### config.mk
export PLATFORM = sky130hd
export DESIGN_NAME = sha_pad
export DESIGN_NICKNAME = d
export VERILOG_FILES = /design/src/rtl/sha_pad.sv
export SDC_FILE = /design/constraint.sdc
export NUM_CORES = 1
export LEC_CHECK = 0
export ABC_CLOCK_PERIOD_IN_PS = 3400
export BUFFER_PORTS_ARGS = -buffer_cell sky130_fd_sc_hd__buf_2
export CELL_PAD_IN_SITES_DETAIL_PLACEMENT = 1
export CELL_PAD_IN_SITES_GLOBAL_PLACEMENT = 2
export CORE_ASPECT_RATIO = 1.25
export CORE_MARGIN = 3
export CORE_UTILIZATION = 37
export CTS_BUF_LIST = sky130_fd_sc_hd__clkbuf_4 sky130_fd_sc_hd__clkbuf_8
export DETAILED_ROUTE_END_ITERATION = 8
export GPL_TIMING_DRIVEN = 0
export HOLD_SLACK_MARGIN = 0.03
export PLACE_DENSITY = 0.83
export SYNTH_ARGS = -nofsm -noshare
export SYNTH_HDL_FRONTEND = slang
export SYNTH_SLANG_ARGS = --single-unit
### constraint.sdc
create_clock -name clk -period 3.4 [get_ports clk]
set_input_delay 0.68 -clock clk [delete_from_list [all_inputs] [get_ports clk]]
set_output_delay 0.68 -clock clk [all_outputs]
set_load 0.05 [all_outputs]
### src/rtl/sha_pad.sv
// SHA-256 message padder: packs a byte stream into 512-bit blocks with the 0x80
// marker, zero fill and the big-endian bit-length field, one buffer byte per cycle.
module sha_pad #(
    parameter int LEN_W = 64
) (
    input  logic         clk,
    input  logic         rst,
    input  logic         in_valid,
    input  logic [7:0]   in_data,
    input  logic         in_last,
    output logic         in_ready,
    output logic         out_valid,
    output logic [511:0] out_block,
    output logic         out_first,
    output logic         out_last,
    input  logic         out_ready
);

    localparam logic [2:0] S_FILL = 3'd0;
    localparam logic [2:0] S_MARK = 3'd1;
    localparam logic [2:0] S_ZERO = 3'd2;
    localparam logic [2:0] S_LEN  = 3'd3;
    localparam logic [2:0] S_OUT  = 3'd4;

    logic [2:0]       state_reg, state_next;
    logic [2:0]       resume_reg, resume_next;
    logic [5:0]       idx_reg, idx_next;
    logic             ovf_reg, ovf_next;
    logic             first_reg, first_next;
    logic             last_reg, last_next;
    logic [LEN_W-1:0] cnt_reg, cnt_next;
    logic             wr_en;
    logic [7:0]       wr_byte;
    logic [LEN_W-1:0] bit_len;
    logic [63:0]      len_field;
    logic [7:0]       buf_reg [64];

    assign bit_len   = cnt_reg << 3;
    assign len_field = 64'(bit_len);

    assign in_ready  = (state_reg == S_FILL);
    assign out_valid = (state_reg == S_OUT);
    assign out_first = first_reg;
    assign out_last  = last_reg;

    always_comb begin
        state_next  = state_reg;
        resume_next = resume_reg;
        ovf_next    = ovf_reg;
        first_next  = first_reg;
        last_next   = last_reg;
        cnt_next    = cnt_reg;
        wr_en       = 1'b0;
        wr_byte     = 8'h00;
        case (state_reg)
            S_FILL: begin
                if (in_valid) begin
                    wr_en    = 1'b1;
                    wr_byte  = in_data;
                    cnt_next = cnt_reg + 1'b1;
                    if (idx_reg == 6'd63) begin
                        state_next  = S_OUT;
                        last_next   = 1'b0;
                        resume_next = in_last ? S_MARK : S_FILL;
                    end else if (in_last) begin
                        state_next = S_MARK;
                    end
                end
            end
            S_MARK: begin
                wr_en   = 1'b1;
                wr_byte = 8'h80;
                if (idx_reg < 6'd55) begin
                    state_next = S_ZERO;
                end else if (idx_reg == 6'd55) begin
                    state_next = S_LEN;
                end else if (idx_reg == 6'd63) begin
                    // Marker filled the block exactly: the zero run starts in the next block.
                    state_next  = S_OUT;
                    last_next   = 1'b0;
                    resume_next = S_ZERO;
                end else begin
                    state_next = S_ZERO;
                    ovf_next   = 1'b1;
                end
            end
            S_ZERO: begin
                wr_en = 1'b1;
                if (ovf_reg && idx_reg == 6'd63) begin
                    state_next  = S_OUT;
                    last_next   = 1'b0;
                    resume_next = S_ZERO;
                    ovf_next    = 1'b0;
                end else if (!ovf_reg && idx_reg == 6'd55) begin
                    state_next = S_LEN;
                end
            end
            S_LEN: begin
                wr_en   = 1'b1;
                wr_byte = len_field[{~idx_reg[2:0], 3'b000} +: 8];
                if (idx_reg == 6'd63) begin
                    state_next = S_OUT;
                    last_next  = 1'b1;
                end
            end
            S_OUT: begin
                if (out_ready) begin
                    if (last_reg) begin
                        state_next = S_FILL;
                        cnt_next   = '0;
                        first_next = 1'b1;
                        last_next  = 1'b0;
                    end else begin
                        state_next = resume_reg;
                        first_next = 1'b0;
                    end
                end
            end
            default: state_next = S_FILL;
        endcase
        idx_next = wr_en ? idx_reg + 6'd1 : idx_reg;
    end

    always_ff @(posedge clk) begin
        if (rst) begin
            state_reg  <= S_FILL;
            resume_reg <= S_FILL;
            idx_reg    <= '0;
            ovf_reg    <= 1'b0;
            first_reg  <= 1'b1;
            last_reg   <= 1'b0;
            cnt_reg    <= '0;
        end else begin
            state_reg  <= state_next;
            resume_reg <= resume_next;
            idx_reg    <= idx_next;
            ovf_reg    <= ovf_next;
            first_reg  <= first_next;
            last_reg   <= last_next;
            cnt_reg    <= cnt_next;
        end
    end

    // Byte lanes of the block buffer; index 0 sits in the most significant byte.
    genvar gi;
    generate
        for (gi = 0; gi < 64; gi++) begin : g_byte
            always_ff @(posedge clk) begin
                if (rst) begin
                    buf_reg[gi] <= 8'h00;
                end else if (wr_en && idx_reg == 6'(gi)) begin
                    buf_reg[gi] <= wr_byte;
                end
            end
            assign out_block[(63-gi)*8 +: 8] = buf_reg[gi];
        end
    endgenerate

endmodule

Word-level counts from Yosys, hierarchy flattened
Memory sizes are Yosys's and may differ from the RTL's.
Index checks and enable logic that the tools add are counted.
{ "op_classes": {"n_addsub": 2, "magnitude_cmp": 1, "eq_ne": 79, "shifts": 1, "mux": 299, "n_bitwise": 65, "reduce_logical": 80} }
{ "ops": {"columns": ["operator", "n"], "rows": [
  ["$mux W8", 65],
  ["$mux W1", 207],
  ["$eq A6 B6 Y1 const B", 32],
  ["$mux W64", 3],
  ["$pmux W64 S2", 1],
  ["$eq A6 B5 Y1 const B", 16],
  ["$logic_and A1 B1 Y1", 66],
  ["$add A64 B1 Y64 const B", 1],
  ["$or A1 B1 Y1", 64],
  ["$shiftx A64 B7 Y8", 1],
  ["$mux W3", 17],
  ["$eq A6 B4 Y1 const B", 8],
  ["$eq A6 B3 Y1 const B", 4],
  ["$pmux W8 S3", 1],
  ["$pmux W3 S5", 1],
  ["$ne A2 B2 Y1 const B", 7],
  ["$reduce_and A7 Y1", 2],
  ["$eq A6 B2 Y1 const B", 2],
  ["$reduce_and A5 Y1", 2],
  ["$pmux W3 S3", 1],
  ["$add A6 B1 Y6 const B", 1],
  ["$eq A3 B2 Y1 const B", 2],
  ["$eq A6 B1 Y1 const B", 1],
  ["$logic_not A6 Y1", 1],
  ["other kinds (17)", 21]
]} }
{ "totals": {"ff_bits": 79, "mem_bits_rw": 512, "inputBits": 13, "output_inout_bits": 516, "elab_cells": 535, "n_memories": 1} }
{ "mem_list": {"columns": ["memory", "words", "width", "rd", "rd_clocked_by_memory_dff", "write_ports", "line", "source"], "rows": [
  ["buf_reg", 64, 8, 64, 0, 64, "36", "logic [7:0] buf_reg [64];"]
]} }

Depth between registers and ports, before layout
Gate-level depths: netlist of run 1.
{ "depth": {"ltp_word": 8, "depth_mapped": 8, "mapped_depth_nobuf": 6} }

Worst setup path after synthesis of run 1
Ideal clock, no wire load.
{ "synth_timing": {"path_type": "register to register", "from": "reg idx_reg[0]", "to": "mem buf_reg[36][2] (netlist: buf_reg[1][34]) (data pin)", "setup_time_ns": 0.266, "arrival_ns": 2.359, "required_time_ns": 3.134, "slack_ns": 0.775, "stages_incl_launch_ff": 9, "path_buffers": 3, "synth_period_minus_slack_ns": 2.625, "path_cell_list": "dfxtp_1 clkbuf_1 buf_2 mux4_2 nor2_1 a211oi_1 a21oi_1 clkbuf_1 nor2_1"} }
{ "synth_lines": {"columns": ["element", "line", "source"], "rows": [
  ["start, declared", "27", "logic [5:0] idx_reg, idx_next;"],
  ["start signal, assigned", "136", "idx_reg <= idx_next;"],
  ["end, declared", "36", null]
]} }

==> metrics.txt, run 1 <==
# TYPE chip_impl_metric gauge
chip_impl_metric{name="post_synth_num_cell_types",unit=""} 48
chip_impl_metric{name="syn-num-nets",unit=""} 1827
chip_impl_metric{name="clk_transition_reported_paths",unit="ns"} 0.06
chip_impl_info{name="kind_of_end_point_of_the_critical_path",value="flip-flop"} 1
chip_impl_metric{name="crit_path_max_fanout",unit=""} 10
chip_impl_metric{name="routed_wire_length_per_instance",unit="µm"} 26.7
chip_impl_metric{name="route.detailed.drc",unit=""} 0
chip_impl_metric{name="final.fill_count",unit=""} 6615
chip_impl_info{name="criticalPathCategory",value="reg2reg"} 1
chip_impl_metric{name="vias",unit=""} 17600
chip_impl_metric{name="syn_area_per_cell",unit="µm²"} 12.7
chip_impl_metric{name="finish.cell_count_without_fillers",unit=""} 3317
chip_impl_metric{name="total_leakage_power",unit="nW"} 11.1
chip_impl_metric{name="floorplan.rows",unit=""} 101
chip_impl_info{name="worst_path_max_delay_cell",value="sky130_fd_sc_hd__clkbuf_1"} 1
chip_impl_metric{name="floorplan.initialDensity",unit="%"} 37.5
chip_impl_info{name="clockRootBuffer",value="sky130_fd_sc_hd__clkbuf_8"} 1
chip_impl_metric{name="cellPowerDensity",unit="nW/µm²"} 626
chip_impl_metric{name="final_period_util",unit="%"} 95.8
chip_impl_metric{name="postRouteWirelength",unit="mm"} 88.4
chip_impl_metric{name="dp_cells",unit=""} 3167
chip_impl_metric{name="first_global_vias",unit=""} 17900
chip_impl_metric{name="grt_start_max_net_pins",unit=""} 18
chip_impl_info{name="yosys-top-cells-area",value="sky130_fd_sc_hd__edfxtp_1 (67%), sky130_fd_sc_hd__nor2_1 (9.4%), sky130_fd_sc_hd__dfxtp_1 (6.6%)"} 1
chip_impl_metric{name="synth-seq-cells",unit=""} 587
chip_impl_metric{name="tightest_slew",unit="ns"} 1.00
chip_impl_metric{name="max-slew-margin-rel",unit="%"} 33.0
chip_impl_metric{name="cap_viol_max_count",unit=""} 0
chip_impl_metric{name="fin_util",unit="%"} 46.8
chip_impl_metric{name="detail_route.iter0.violations",unit=""} 1129
chip_impl_metric{name="clock_tree.buffer_depth",unit=""} 3
chip_impl_info{name="run_status",value="completed"} 1
chip_impl_metric{name="timing.critical_path.required",unit="ns"} 3.79
chip_impl_metric{name="largest_reg_flops",unit=""} 512
chip_impl_info{name="cts_tree",value="built"} 1
chip_impl_metric{name="slowest_delay",unit="ns"} 0.64
chip_impl_metric{name="fin_ws",unit="ns"} 0.143
chip_impl_metric{name="post-route-min-period",unit="ns"} 3.26
chip_impl_metric{name="clock_sinks",unit=""} 587
chip_impl_metric{name="final-max-slew-violation-count",unit=""} 0
chip_impl_metric{name="sequential_share_of_the_synthesized_area",unit="%"} 73.7
chip_impl_metric{name="routed_via_density",unit=""} 5.31
chip_impl_info{name="synth-main-ff-cell",value="sky130_fd_sc_hd__edfxtp_1"} 1
chip_impl_metric{name="cts_buffers",unit=""} 90
chip_impl_metric{name="final_hold_viol_count",unit=""} 0
chip_impl_metric{name="h_tree_depth",unit=""} 3
chip_impl_metric{name="ff_latch_area",unit="µm²"} 16900
chip_impl_info{name="synthTopCellsByCount",value="sky130_fd_sc_hd__nor2_1 (573), sky130_fd_sc_hd__edfxtp_1 (512), sky130_fd_sc_hd__nand2_1 (111), sky130_fd_sc_hd__clkbuf_1 (108), sky130_fd_sc_hd__dfxtp_1 (75)"} 1
chip_impl_metric{name="final_design_area_no_fill",unit="µm²"} 28500
chip_impl_metric{name="synth.yosys.warnings",unit=""} 0
chip_impl_metric{name="arrival",unit="ns"} 3.64
chip_impl_metric{name="timing.critical_path.buf_inv",unit=""} 2
chip_impl_metric{name="first_pass_iters",unit=""} 7
chip_impl_metric{name="dpl_worst_slack",unit="ns"} -0.262
chip_impl_metric{name="ctsHoldBuffers",unit=""} 0
chip_impl_metric{name="final-setup-viol-count",unit=""} 0
chip_impl_metric{name="detailed_place.area",unit="µm²"} 26700
chip_impl_metric{name="place_hpwl",unit="mm"} 66.6
chip_impl_metric{name="max_clock_freq",unit="MHz"} 307
chip_impl_info{name="path_common_cell",value="sky130_fd_sc_hd__clkbuf_1"} 1
chip_impl_metric{name="clock-skew-final",unit="ns"} 0.0330
chip_impl_info{name="hold_path_class",value="in2reg"} 1
chip_impl_metric{name="die-area",unit="µm²"} 65000
chip_impl_metric{name="synth_top_area_share",unit="%"} 67.1
chip_impl_metric{name="gp_routability_congestion",unit=""} 0.857
chip_impl_metric{name="synthCells",unit=""} 1808
chip_impl_metric{name="core_area",unit="µm²"} 61000
chip_impl_info{name="yosys.cell_count.top_type",value="sky130_fd_sc_hd__nor2_1"} 1
chip_impl_metric{name="synth-edff-count",unit=""} 512
chip_impl_info{name="worst_path_dominant_cell_family",value="buffers and inverters"} 1
chip_impl_metric{name="post_synthesis_instance_area",unit="µm²"} 22900
chip_impl_metric{name="grt_antenna_before_repair",unit=""} 1
chip_impl_metric{name="final_layout_size_suffix_gt1_share",unit="%"} 30.3
chip_impl_info{name="path_cells",value="clkbuf_1 -> mux4_2 -> mux2i_1 -> nor2b_1 -> o21ai_4 -> clkbuf_1 -> nor2_1"} 1
chip_impl_metric{name="top_level_ports",unit=""} 529
chip_impl_metric{name="die_h",unit="µm"} 284
chip_impl_metric{name="multiInputGateArea",unit="µm²"} 5560
chip_impl_metric{name="die_width",unit="µm"} 229
chip_impl_metric{name="ir_worst_vdd",unit="µV"} 268
chip_impl_metric{name="postRouteAntennaNets",unit=""} 0
chip_impl_metric{name="globalRouteTotalUtil",unit="%"} 26.6
chip_impl_info{name="most_area_hungry_cell_type_in_the_yosys_netlist",value="sky130_fd_sc_hd__edfxtp_1"} 1
chip_impl_metric{name="grt-ovfl-total",unit=""} 0
chip_impl_metric{name="area.growth.synth_to_final",unit="%"} 24.6
chip_impl_metric{name="synthArstFlopShare",unit="%"} 0
chip_impl_metric{name="finalNetCount",unit=""} 2447
chip_impl_metric{name="placement.io_buffers",unit=""} 528
chip_impl_metric{name="first_pass_grt_wire_length",unit="mm"} 127
chip_impl_metric{name="clk-insertion-delay-late",unit="ns"} 0.69
chip_impl_info{name="critPathLaunchType",value="flip-flop"} 1
path summary, 6_finish.rpt:
kind	startpoint	depth (start not counted)	endpoint	slack [ns]
max	idx_reg[0]	7	buf_reg[1][63]	0.14
min reg2reg	out_first	2	out_first	0.45
max reg2reg	idx_reg[0]	7	buf_reg[1][63]	0.14
min	out_ready	4	state_reg[2]	0.42
placed cells by master, fill, tap and decap left out, types with 9 or more instances in the layout:
cell and instances:
sky130_fd_sc_hd__nor2_1 573, sky130_fd_sc_hd__buf_2 529, sky130_fd_sc_hd__edfxtp_1 512, sky130_fd_sc_hd__nand2_1 111, sky130_fd_sc_hd__clkbuf_8 93, sky130_fd_sc_hd__dfxtp_1 75, sky130_fd_sc_hd__a21o_1 65, sky130_fd_sc_hd__clkbuf_1 64
sky130_fd_sc_hd__or4_1 37, sky130_fd_sc_hd__clkbuf_2 35, sky130_fd_sc_hd__clkbuf_4 34, sky130_fd_sc_hd__nand3_1 27, sky130_fd_sc_hd__a21oi_1 27, sky130_fd_sc_hd__xnor2_1 27, sky130_fd_sc_hd__and3_1 21, sky130_fd_sc_hd__nor3_1 19
sky130_fd_sc_hd__inv_1 18, sky130_fd_sc_hd__o211ai_1 16, sky130_fd_sc_hd__nand4_1 15, sky130_fd_sc_hd__clkinv_1 14, sky130_fd_sc_hd__o31ai_1 14, sky130_fd_sc_hd__nor4_1 14, sky130_fd_sc_hd__mux2_2 11, sky130_fd_sc_hd__o21ai_0 11
sky130_fd_sc_hd__mux4_2 9, sky130_fd_sc_hd__or3_1 9
routing by layer:
| metal | routed length (µm) | vias up | share of wire (%) | GRT usage, % |
|---|---|---|---|---|
| met3 | 5360 | 155 | 6.1 | 4.67 |
| met1 | 32600 | 9095 | 37 | 30.3 |
| met4 | 4000 | 0 | 4.5 | 12.1 |
| met5 | 0 | - | 0 | 0 |
| li1 | - | 7642 | - | - |
| met2 | 46500 | 735 | 53 | 48.5 |
report_power, final:
group	total (mW)	internal, mW	leakage (nW)	switching [mW]
Sequential	8.34	8.17	5.77	0.168
Combinational	3.56	0.625	4.43	2.94
Clock	5.95	3.14	0.945	2.81
Total	17.9	11.9	11.1	5.91
kinds of logic (layout without fill, tap and decap cells):
family,count (synthesis),count (layout),synth area share [%]
AO/OA/AOI/OAI,165,165,4.91
XOR/XNOR,32,32,1.22
adder cells (fa/ha/maj),6,6,0.328
buffers and inverters,136,820,2.27
flip-flops,587,587,73.7
multiplexers,24,24,1.60
other,0,1,0
AND/OR/NAND/NOR,858,858,16.0
through the flow:
| stage | hold WS [ns] | power [mW] | setup TNS (ns) |
|---|---|---|---|
| floorplan | 0.449 | 10.6 | 0 |
| global placement | 0.434 | 11.9 | -417.53 |
| detailed placement | 0.441 | 12.0 | -22.22 |
| CTS | 0.372 | 17.9 | 0 |
| global route | 0.417 | 18.4 | -0.00269 |
| finish | 0.423 | 17.9 | 0 |
worst register-to-register path, stage by stage, from the launching register on:
cell                       delay (ns)
sky130_fd_sc_hd__dfxtp_1         0.40
sky130_fd_sc_hd__clkbuf_1        0.40
sky130_fd_sc_hd__mux4_2          0.61
sky130_fd_sc_hd__mux2i_1         0.16
sky130_fd_sc_hd__nor2b_1         0.10
sky130_fd_sc_hd__o21ai_4         0.56
sky130_fd_sc_hd__clkbuf_1        0.64
sky130_fd_sc_hd__nor2_1          0.12
repair_timing:
item,CTS,global route
setup endpoints to repair,225,325
setup buffers,0,2
gates resized for setup,20,35
area by class of cell:
| class | instances | share of cell area (%) |
|---|---|---|
| repair buffers | 537 | 9.65 |
| flip-flops and latches | 587 | 59.1 |
| clock inverters | 30 | 0.872 |
| well taps | 824 | 3.61 |
| inverters | 19 | 0.250 |
| plain buffers | 108 | 1.62 |
| clock buffers | 126 | 5.35 |
| diodes | 1 | 0.00877 |
| multi-input cells | 1085 | 19.5 |
No activity file was read; power rests on OpenSTA's default activity.
==> run 2, diff against run 1 <==
--- a/config.mk
+++ b/config.mk
@@ -16,7 +16,7 @@
 export DETAILED_ROUTE_END_ITERATION = 8
 export GPL_TIMING_DRIVEN = 0
 export HOLD_SLACK_MARGIN = 0.03
-export PLACE_DENSITY = 0.83
+export PLACE_DENSITY = 0.82
 export SYNTH_ARGS = -nofsm -noshare
 export SYNTH_HDL_FRONTEND = slang
 export SYNTH_SLANG_ARGS = --single-unit
==> run 2 against run 1 <==
  * Routed wire length shrank 0.26%
  * Largest cell class unchanged
  * Critical path type unchanged
  * Critical path depth grew 2
  * Critical endpoint is now buf_reg[1][180]
  * Combinational power is essentially flat
  * Final area shrank 0.32%
  * Non-clock buffer count grew 1
==> metrics.txt, run 2 (same netlist as run 1, synthesis figures left out) <==
# TYPE chip_impl_metric gauge
chip_impl_metric{name="final_hold_viol_count",unit=""} 0
chip_impl_info{name="path_cells",value="clkbuf_2 -> buf_2 -> mux4_2 -> nor2_1 -> nor3_1 -> a21oi_4 -> buf_6 -> clkbuf_2 -> nor2_1"} 1
chip_impl_metric{name="cellPowerDensity",unit="nW/µm²"} 620
chip_impl_metric{name="die-area",unit="µm²"} 65000
chip_impl_metric{name="cts_buffers",unit=""} 91
chip_impl_info{name="critPathLaunchType",value="flip-flop"} 1
chip_impl_metric{name="max_clock_freq",unit="MHz"} 312
chip_impl_metric{name="ir_worst_vdd",unit="µV"} 251
chip_impl_metric{name="postRouteAntennaNets",unit=""} 0
chip_impl_metric{name="final-setup-viol-count",unit=""} 0
chip_impl_metric{name="top_level_ports",unit=""} 529
chip_impl_metric{name="routed_via_density",unit=""} 5.26
chip_impl_metric{name="core_area",unit="µm²"} 61000
chip_impl_metric{name="power.switching_fraction",unit="%"} 33.8
chip_impl_metric{name="slowest_delay",unit="ns"} 0.57
chip_impl_info{name="hold_path_class",value="in2reg"} 1
chip_impl_metric{name="clock_sinks",unit=""} 587
chip_impl_metric{name="first_global_vias",unit=""} 18100
chip_impl_metric{name="clk-insertion-delay-late",unit="ns"} 0.69
chip_impl_metric{name="post-route-min-period",unit="ns"} 3.21
chip_impl_metric{name="max-slew-margin-rel",unit="%"} 26.3
chip_impl_metric{name="route.detailed.drc",unit=""} 0
chip_impl_info{name="kind_of_end_point_of_the_critical_path",value="flip-flop"} 1
chip_impl_metric{name="internal-power",unit="mW"} 11.7
chip_impl_info{name="run_status",value="completed"} 1
chip_impl_info{name="clockRootBuffer",value="sky130_fd_sc_hd__clkbuf_8"} 1
chip_impl_metric{name="die_width",unit="µm"} 229
chip_impl_metric{name="first_pass_iters",unit=""} 5
chip_impl_metric{name="clock_power_share",unit="%"} 32.6
chip_impl_info{name="setup_repair_after_global_routing_missed_its_margin",value="false"} 1
chip_impl_metric{name="first_pass_grt_wire_length",unit="mm"} 127
chip_impl_metric{name="finalNetCount",unit=""} 2449
chip_impl_metric{name="final-max-slew-violation-count",unit=""} 0
chip_impl_metric{name="tightest_slew",unit="ns"} 1.11
chip_impl_metric{name="placement.io_buffers",unit=""} 528
chip_impl_metric{name="h_tree_depth",unit=""} 3
chip_impl_metric{name="final.fill_count",unit=""} 6656
chip_impl_metric{name="largest_reg_flops",unit=""} 512
chip_impl_metric{name="hold_slack",unit="ns"} 0.428
chip_impl_metric{name="grt-ovfl-total",unit=""} 0
chip_impl_metric{name="pwr-share-comb",unit="%"} 20.1
chip_impl_metric{name="cap_viol_max_count",unit=""} 0
chip_impl_metric{name="total_power",unit="mW"} 17.6
chip_impl_metric{name="gp_routability_congestion",unit=""} 0.900
chip_impl_info{name="worst_path_max_delay_cell",value="sky130_fd_sc_hd__mux4_2"} 1
chip_impl_metric{name="grt_start_max_net_pins",unit=""} 18
chip_impl_metric{name="vias",unit=""} 17500
chip_impl_metric{name="multiInputGateArea",unit="µm²"} 5560
chip_impl_metric{name="grt_antenna_before_repair",unit=""} 1
chip_impl_metric{name="clock_tree.buffer_depth",unit=""} 3
chip_impl_metric{name="globalRouteTotalUtil",unit="%"} 26.5
chip_impl_metric{name="crit_path_max_fanout",unit=""} 14
chip_impl_metric{name="net-switching-power",unit="mW"} 5.95
chip_impl_metric{name="postRouteWirelength",unit="mm"} 88.2
chip_impl_metric{name="post-cts-setup-buffers",unit=""} 0
chip_impl_metric{name="timing.critical_path.required",unit="ns"} 3.82
chip_impl_info{name="cts_tree",value="built"} 1
chip_impl_metric{name="total_leakage_power",unit="nW"} 11.1
chip_impl_metric{name="place_hpwl",unit="mm"} 66.9
chip_impl_metric{name="seq_power_share",unit="%"} 47.2
chip_impl_metric{name="routed_wire_length_per_instance",unit="µm"} 26.5
chip_impl_metric{name="arrival",unit="ns"} 3.62
chip_impl_metric{name="clk_transition_reported_paths",unit="ns"} 0.06
chip_impl_metric{name="area.growth.synth_to_final",unit="%"} 24.2
chip_impl_info{name="layout.cells.most_common_list",value="sky130_fd_sc_hd__nor2_1 (573), sky130_fd_sc_hd__buf_2 (530), sky130_fd_sc_hd__edfxtp_1 (512)"} 1
chip_impl_metric{name="final_period_util",unit="%"} 94.3
chip_impl_metric{name="die_h",unit="µm"} 284
chip_impl_info{name="criticalPathCategory",value="reg2reg"} 1
chip_impl_metric{name="detail_route.iter0.violations",unit=""} 1460
chip_impl_metric{name="clock-skew-final",unit="ns"} 0.0286
chip_impl_info{name="layout_commonest_cell",value="sky130_fd_sc_hd__nor2_1"} 1
chip_impl_metric{name="final_layout_size_suffix_gt1_share",unit="%"} 29.5
chip_impl_metric{name="floorplan.initialDensity",unit="%"} 37.5
chip_impl_metric{name="floorplan.rows",unit=""} 101
chip_impl_metric{name="ff_latch_area",unit="µm²"} 16900
[run 2: changes by cell type in the layout (fill, tap and decap cells not counted), moves of 2 or more]
cell | previous run | this run
sky130_fd_sc_hd__clkbuf_4 | 34 | 17
sky130_fd_sc_hd__clkinvlp_4 | 1 | 5
sky130_fd_sc_hd__clkinv_1 | 14 | 29
sky130_fd_sc_hd__inv_6 | 2 | 0
sky130_fd_sc_hd__clkbuf_2 | 35 | 27
sky130_fd_sc_hd__clkinv_2 | 7 | 15
sky130_fd_sc_hd__clkbuf_1 | 64 | 75
sky130_fd_sc_hd__buf_4 | 2 | 0
[run 2: per-layer routing]
metal	track usage [%]	up-vias	routed length [µm]
met4	12.4	0	4390
met5	0	-	0
met1	29.5	8925	31400
met2	48.6	743	46200
met3	5.34	177	6240
li1	-	7655	-
[run 2: repair_timing]
item | CTS | global route
endpoints found under the setup margin | 325 | 367
hold buffers | 0 | 0
gates resized for setup | 20 | 18
pin swaps | 0 | 0
[run 2: final timing paths]
| kind | from | to | slack (ns) | depth (start not counted) |
|---|---|---|---|---|
| hold reg to reg | out_first | out_first | 0.50 | 2 |
| setup reg to reg | idx_reg[0] | buf_reg[1][180] | 0.19 | 9 |
| setup / recovery | idx_reg[0] | buf_reg[1][180] | 0.19 | 9 |
| hold / removal | out_ready | state_reg[2] | 0.43 | 4 |
[run 2: power groups by stage]
stage               logic (mW)  registers, mW  clock network, mW
floorplan                 1.07           9.56                  0
global route              3.69           8.35               6.14
finish                    3.55           8.33               5.75
detailed placement        3.53           8.48                  0
global placement          3.42           8.46                  0
CTS                       3.55           8.33               5.83
[run 2: worst max-delay path: cells and delay by family (launching register included)]
kind            cells  cell delay, ns
simple gates        3            0.35
compound gates      1            0.40
mux                 1            0.57
buf+inv             4            1.23
flops               1            0.38
[run 2: area by class of cell]
class	count	share of cell area, %
plain buffers	111	1.62
multi-input cells	1085	19.5
well taps	824	3.62
flip-flops and latches	587	59.3
repair buffers	535	9.63
clock buffers	110	4.95
inverters	19	0.251
clock inverters	52	1.06
diodes	1	0.00880
[run 2: per-stage QoR]
step                instance area [µm²]  std cells  utilization (%)  setup slack (ns)  setup TNS, ns
finish                            28400       3324             46.6             0.194              0
global route                      28400       3324             46.6            0.0649              0
CTS                               28400       3325             46.6            0.0121              0
detailed placement                26700       3167             43.8            -0.539         -53.07
global placement                  26600       3160             43.6             -1.16        -439.40
floorplan                         22900       1808                -             0.775              0
==> run 3, diff against run 2 <==
--- a/config.mk
+++ b/config.mk
@@ -5,18 +5,19 @@
 export SDC_FILE = /design/constraint.sdc
 export NUM_CORES = 1
 export LEC_CHECK = 0
+export ABC_AREA = 1
 export ABC_CLOCK_PERIOD_IN_PS = 3400
 export BUFFER_PORTS_ARGS = -buffer_cell sky130_fd_sc_hd__buf_2
 export CELL_PAD_IN_SITES_DETAIL_PLACEMENT = 1
 export CELL_PAD_IN_SITES_GLOBAL_PLACEMENT = 2
 export CORE_ASPECT_RATIO = 1.25
 export CORE_MARGIN = 3
-export CORE_UTILIZATION = 37
+export CORE_UTILIZATION = 36
 export CTS_BUF_LIST = sky130_fd_sc_hd__clkbuf_4 sky130_fd_sc_hd__clkbuf_8
 export DETAILED_ROUTE_END_ITERATION = 8
 export GPL_TIMING_DRIVEN = 0
 export HOLD_SLACK_MARGIN = 0.03
-export PLACE_DENSITY = 0.82
+export PLACE_DENSITY = 0.81
 export SYNTH_ARGS = -nofsm -noshare
 export SYNTH_HDL_FRONTEND = slang
 export SYNTH_SLANG_ARGS = --single-unit
==> run 3 against run 2 <==
  * Clock skew rose by 0.0025 ns
  * Cell count rose by 17%
  * Synthesized area rose by 9.8%
  * Largest cell class unchanged
  * Largest power group unchanged
==> metrics.txt, run 3 <==
# TYPE chip_impl_metric gauge
chip_impl_metric{name="area.growth.synth_to_final",unit="%"} 23.1
chip_impl_metric{name="finish.cell_count_without_fillers",unit=""} 3896
chip_impl_metric{name="synth_compound_gate_area_share",unit="%"} 14.3
chip_impl_metric{name="clk_transition_reported_paths",unit="ns"} 0.06
chip_impl_metric{name="place_hpwl",unit="mm"} 85.8
chip_impl_metric{name="net-switching-power",unit="mW"} 5.63
chip_impl_metric{name="vias",unit=""} 21400
chip_impl_metric{name="crit_path_max_fanout",unit=""} 11
chip_impl_info{name="kind_of_end_point_of_the_critical_path",value="flip-flop"} 1
chip_impl_metric{name="grt_start_max_net_pins",unit=""} 15
chip_impl_info{name="layout_commonest_cell",value="sky130_fd_sc_hd__buf_2"} 1
chip_impl_metric{name="die_h",unit="µm"} 302
chip_impl_metric{name="postRouteWirelength",unit="mm"} 112
chip_impl_info{name="critPathLaunchType",value="flip-flop"} 1
chip_impl_info{name="layout.cells.most_common_list",value="sky130_fd_sc_hd__buf_2 (587), sky130_fd_sc_hd__a21oi_1 (569), sky130_fd_sc_hd__edfxtp_1 (512)"} 1
chip_impl_metric{name="post-route-min-period",unit="ns"} 3.28
chip_impl_metric{name="clock_sinks",unit=""} 587
chip_impl_metric{name="synthSimpleGateAreaFrac",unit="%"} 13.1
chip_impl_metric{name="sequential_share_of_the_synthesized_area",unit="%"} 67.1
chip_impl_metric{name="die-area",unit="µm²"} 73100
chip_impl_metric{name="syn-num-nets",unit=""} 2265
chip_impl_metric{name="final_layout_size_suffix_gt1_share",unit="%"} 29.6
chip_impl_metric{name="tightest_slew",unit="ns"} 1.37
chip_impl_metric{name="cp.depth",unit=""} 9
chip_impl_metric{name="reg2reg_depth",unit=""} 9
chip_impl_metric{name="max-slew-margin-rel",unit="%"} 7.45
chip_impl_metric{name="first_pass_iters",unit=""} 5
chip_impl_metric{name="hold_slack",unit="ns"} 0.265
chip_impl_metric{name="globalRouteTotalUtil",unit="%"} 29.7
chip_impl_metric{name="floorplan.rows",unit=""} 107
chip_impl_metric{name="clk-insertion-delay-late",unit="ns"} 0.71
chip_impl_metric{name="gp_routability_congestion",unit=""} 0.941
chip_impl_metric{name="timing.critical_path.buf_inv",unit=""} 5
chip_impl_metric{name="pwr-share-comb",unit="%"} 16.9
chip_impl_metric{name="final_hold_viol_count",unit=""} 0
chip_impl_metric{name="max_clock_freq",unit="MHz"} 305
chip_impl_metric{name="total_leakage_power",unit="nW"} 11.6
chip_impl_metric{name="final-max-slew-violation-count",unit=""} 0
chip_impl_metric{name="slowest_delay",unit="ns"} 0.82
chip_impl_metric{name="synthCells",unit=""} 2246
chip_impl_info{name="synth_top_family_by_area",value="compound AO/OA/AOI/OAI gates"} 1
chip_impl_info{name="synthTopCellsByCount",value="sky130_fd_sc_hd__a21oi_1 (569), sky130_fd_sc_hd__edfxtp_1 (512), sky130_fd_sc_hd__nand2_1 (231), sky130_fd_sc_hd__nor2_1 (205), sky130_fd_sc_hd__inv_1 (141)"} 1
chip_impl_metric{name="final_period_util",unit="%"} 96.3
chip_impl_metric{name="floorplan.initialDensity",unit="%"} 36.6
chip_impl_metric{name="clock_power_share",unit="%"} 35.2
chip_impl_metric{name="synthArstFlopShare",unit="%"} 0
chip_impl_metric{name="cellPowerDensity",unit="nW/µm²"} 559
chip_impl_metric{name="routed_via_density",unit=""} 5.50
chip_impl_metric{name="routed_wire_length_per_instance",unit="µm"} 28.7
chip_impl_metric{name="route.detailed.drc",unit=""} 0
chip_impl_metric{name="top_level_ports",unit=""} 529
chip_impl_metric{name="synth.yosys.warnings",unit=""} 0
chip_impl_metric{name="cap_viol_max_count",unit=""} 0
chip_impl_metric{name="detail_route.iter0.violations",unit=""} 1964
chip_impl_metric{name="synth-seq-cells",unit=""} 587
chip_impl_info{name="worst_path_dominant_cell_family",value="buffers and inverters"} 1
chip_impl_info{name="most_area_hungry_cell_type_in_the_yosys_netlist",value="sky130_fd_sc_hd__edfxtp_1"} 1
chip_impl_metric{name="post_synthesis_instance_area",unit="µm²"} 25200
chip_impl_metric{name="ir_worst_vdd",unit="µV"} 262
chip_impl_metric{name="finalNetCount",unit=""} 2911
chip_impl_info{name="run_status",value="completed"} 1
chip_impl_metric{name="grt_antenna_before_repair",unit=""} 7
chip_impl_metric{name="seq_power_share",unit="%"} 47.9
chip_impl_info{name="path_cells",value="inv_1 -> buf_2 -> ha_1 -> inv_1 -> nor2_1 -> inv_1 -> nor2_4 -> inv_1 -> o21ai_1"} 1
chip_impl_metric{name="largest_reg_flops",unit=""} 512
chip_impl_metric{name="clock_tree.buffer_depth",unit=""} 3
chip_impl_metric{name="core_area",unit="µm²"} 68700
chip_impl_metric{name="dp_cells",unit=""} 3720
chip_impl_metric{name="synth_top_area_share",unit="%"} 61.1
chip_impl_metric{name="cts_buffers",unit=""} 95
chip_impl_metric{name="total_power",unit="mW"} 17.3
chip_impl_metric{name="die_width",unit="µm"} 242
chip_impl_metric{name="finalSetupTns",unit="ns"} 0
chip_impl_info{name="worst_path_max_delay_cell",value="sky130_fd_sc_hd__o21ai_1"} 1
chip_impl_info{name="path_common_cell",value="sky130_fd_sc_hd__inv_1"} 1
chip_impl_info{name="yosys.cell_count.top_type",value="sky130_fd_sc_hd__a21oi_1"} 1
chip_impl_metric{name="timing.critical_path.required",unit="ns"} 3.71
chip_impl_metric{name="synthXorXnorAreaFrac",unit="%"} 0
chip_impl_info{name="yosys-top-cells-area",value="sky130_fd_sc_hd__edfxtp_1 (61%), sky130_fd_sc_hd__a21oi_1 (11%), sky130_fd_sc_hd__dfxtp_1 (6.0%)"} 1
chip_impl_metric{name="syn_area_per_cell",unit="µm²"} 11.2
chip_impl_info{name="setup_repair_after_global_routing_missed_its_margin",value="false"} 1
chip_impl_info{name="cts_tree",value="built"} 1
chip_impl_metric{name="post-cts-setup-buffers",unit=""} 0
chip_impl_metric{name="clock-skew-final",unit="ns"} 0.0311
chip_impl_metric{name="arrival",unit="ns"} 3.59
chip_impl_info{name="clockRootBuffer",value="sky130_fd_sc_hd__clkbuf_8"} 1
chip_impl_metric{name="synth-edff-count",unit=""} 512
chip_impl_metric{name="grt-ovfl-total",unit=""} 0
chip_impl_metric{name="post_synth_num_cell_types",unit=""} 39
chip_impl_info{name="synth-main-ff-cell",value="sky130_fd_sc_hd__edfxtp_1"} 1
chip_impl_metric{name="h_tree_depth",unit=""} 3
chip_impl_metric{name="post_synth_fa_ha_maj_area_fraction",unit="%"} 0.298
chip_impl_metric{name="postRouteAntennaNets",unit=""} 0
chip_impl_metric{name="final_design_area_no_fill",unit="µm²"} 31000
chip_impl_metric{name="placement.io_buffers",unit=""} 528
chip_impl_metric{name="min_delay_path_depth",unit=""} 4
chip_impl_metric{name="detailed_place.area",unit="µm²"} 29100
chip_impl_metric{name="first_pass_grt_wire_length",unit="mm"} 158
chip_impl_metric{name="internal-power",unit="mW"} 11.7
chip_impl_info{name="criticalPathCategory",value="reg2reg"} 1
chip_impl_metric{name="power.switching_fraction",unit="%"} 32.5
chip_impl_info{name="hold_path_class",value="in2reg"} 1
chip_impl_metric{name="first_global_vias",unit=""} 22000
chip_impl_metric{name="synth.area.mux_share",unit="%"} 0
chip_impl_metric{name="final-setup-viol-count",unit=""} 0
[run 3: final cells by class]
cell class	count	area, µm²
buffer	142	734
clock inverter	50	309
multi-input combinational	1364	6990
clock buffer	120	1520
timing repair buffer	549	2800
inverter	153	579
antenna	5	12.5
tap	926	1160
sequential	587	16900
fill	7812	37700
[run 3: per-layer routing]
metal	track usage, %	vias to the layer above	routed length, µm
met5	0	-	24
met4	14.0	4	5350
met3	5.23	253	8300
met2	54.9	1102	58900
met1	33.2	10700	39200
li1	-	9328	-
[run 3: worst register-to-register path: stages, from the launching register on]
cell	delay, ns
sky130_fd_sc_hd__dfxtp_1	0.35
sky130_fd_sc_hd__inv_1	0.26
sky130_fd_sc_hd__buf_2	0.35
sky130_fd_sc_hd__ha_1	0.20
sky130_fd_sc_hd__inv_1	0.08
sky130_fd_sc_hd__nor2_1	0.27
sky130_fd_sc_hd__inv_1	0.15
sky130_fd_sc_hd__nor2_4	0.24
sky130_fd_sc_hd__inv_1	0.18
sky130_fd_sc_hd__o21ai_1	0.82
[run 3: logic make-up after synthesis]
family	after synthesis
compound gates	708
simple gates	650
flops	587
buf+inv	295
fa+ha+maj	6
[run 3: final timing paths]
check	from	slack [ns]	to
hold reg to reg	out_first	0.45	out_first
hold / removal	out_ready	0.27	out_first
setup reg to reg	idx_reg[1]	0.12	buf_reg[0][195]
setup / recovery	idx_reg[1]	0.12	buf_reg[0][195]
[run 3: power groups by stage]
| stage | Combinational (mW) | Sequential (mW) | Clock [mW] |
|---|---|---|---|
| floorplan | 0.998 | 9.28 | 0 |
| global placement | 2.84 | 8.44 | 0 |
| detailed placement | 2.90 | 8.44 | 0 |
| CTS | 2.91 | 8.29 | 6.12 |
| global route | 3.05 | 8.30 | 6.47 |
| finish | 2.93 | 8.29 | 6.09 |
[run 3: timing repair]
item / in CTS / in global routing
hold buffers: 0 / 0
resized for setup: 12 / 14
endpoints found under the setup margin: 96 / 95
[run 3: per-stage QoR]
| step | utilization, % | worst slack [ns] |
|---|---|---|
| final | 45.1 | 0.125 |
| after detailed placement | 42.4 | -0.302 |
| after CTS | 45.1 | 0.000349 |
| after global placement | 42.2 | -0.303 |
| after global routing | 45.1 | 0.0229 |
| after floorplan | - | 0.899 |
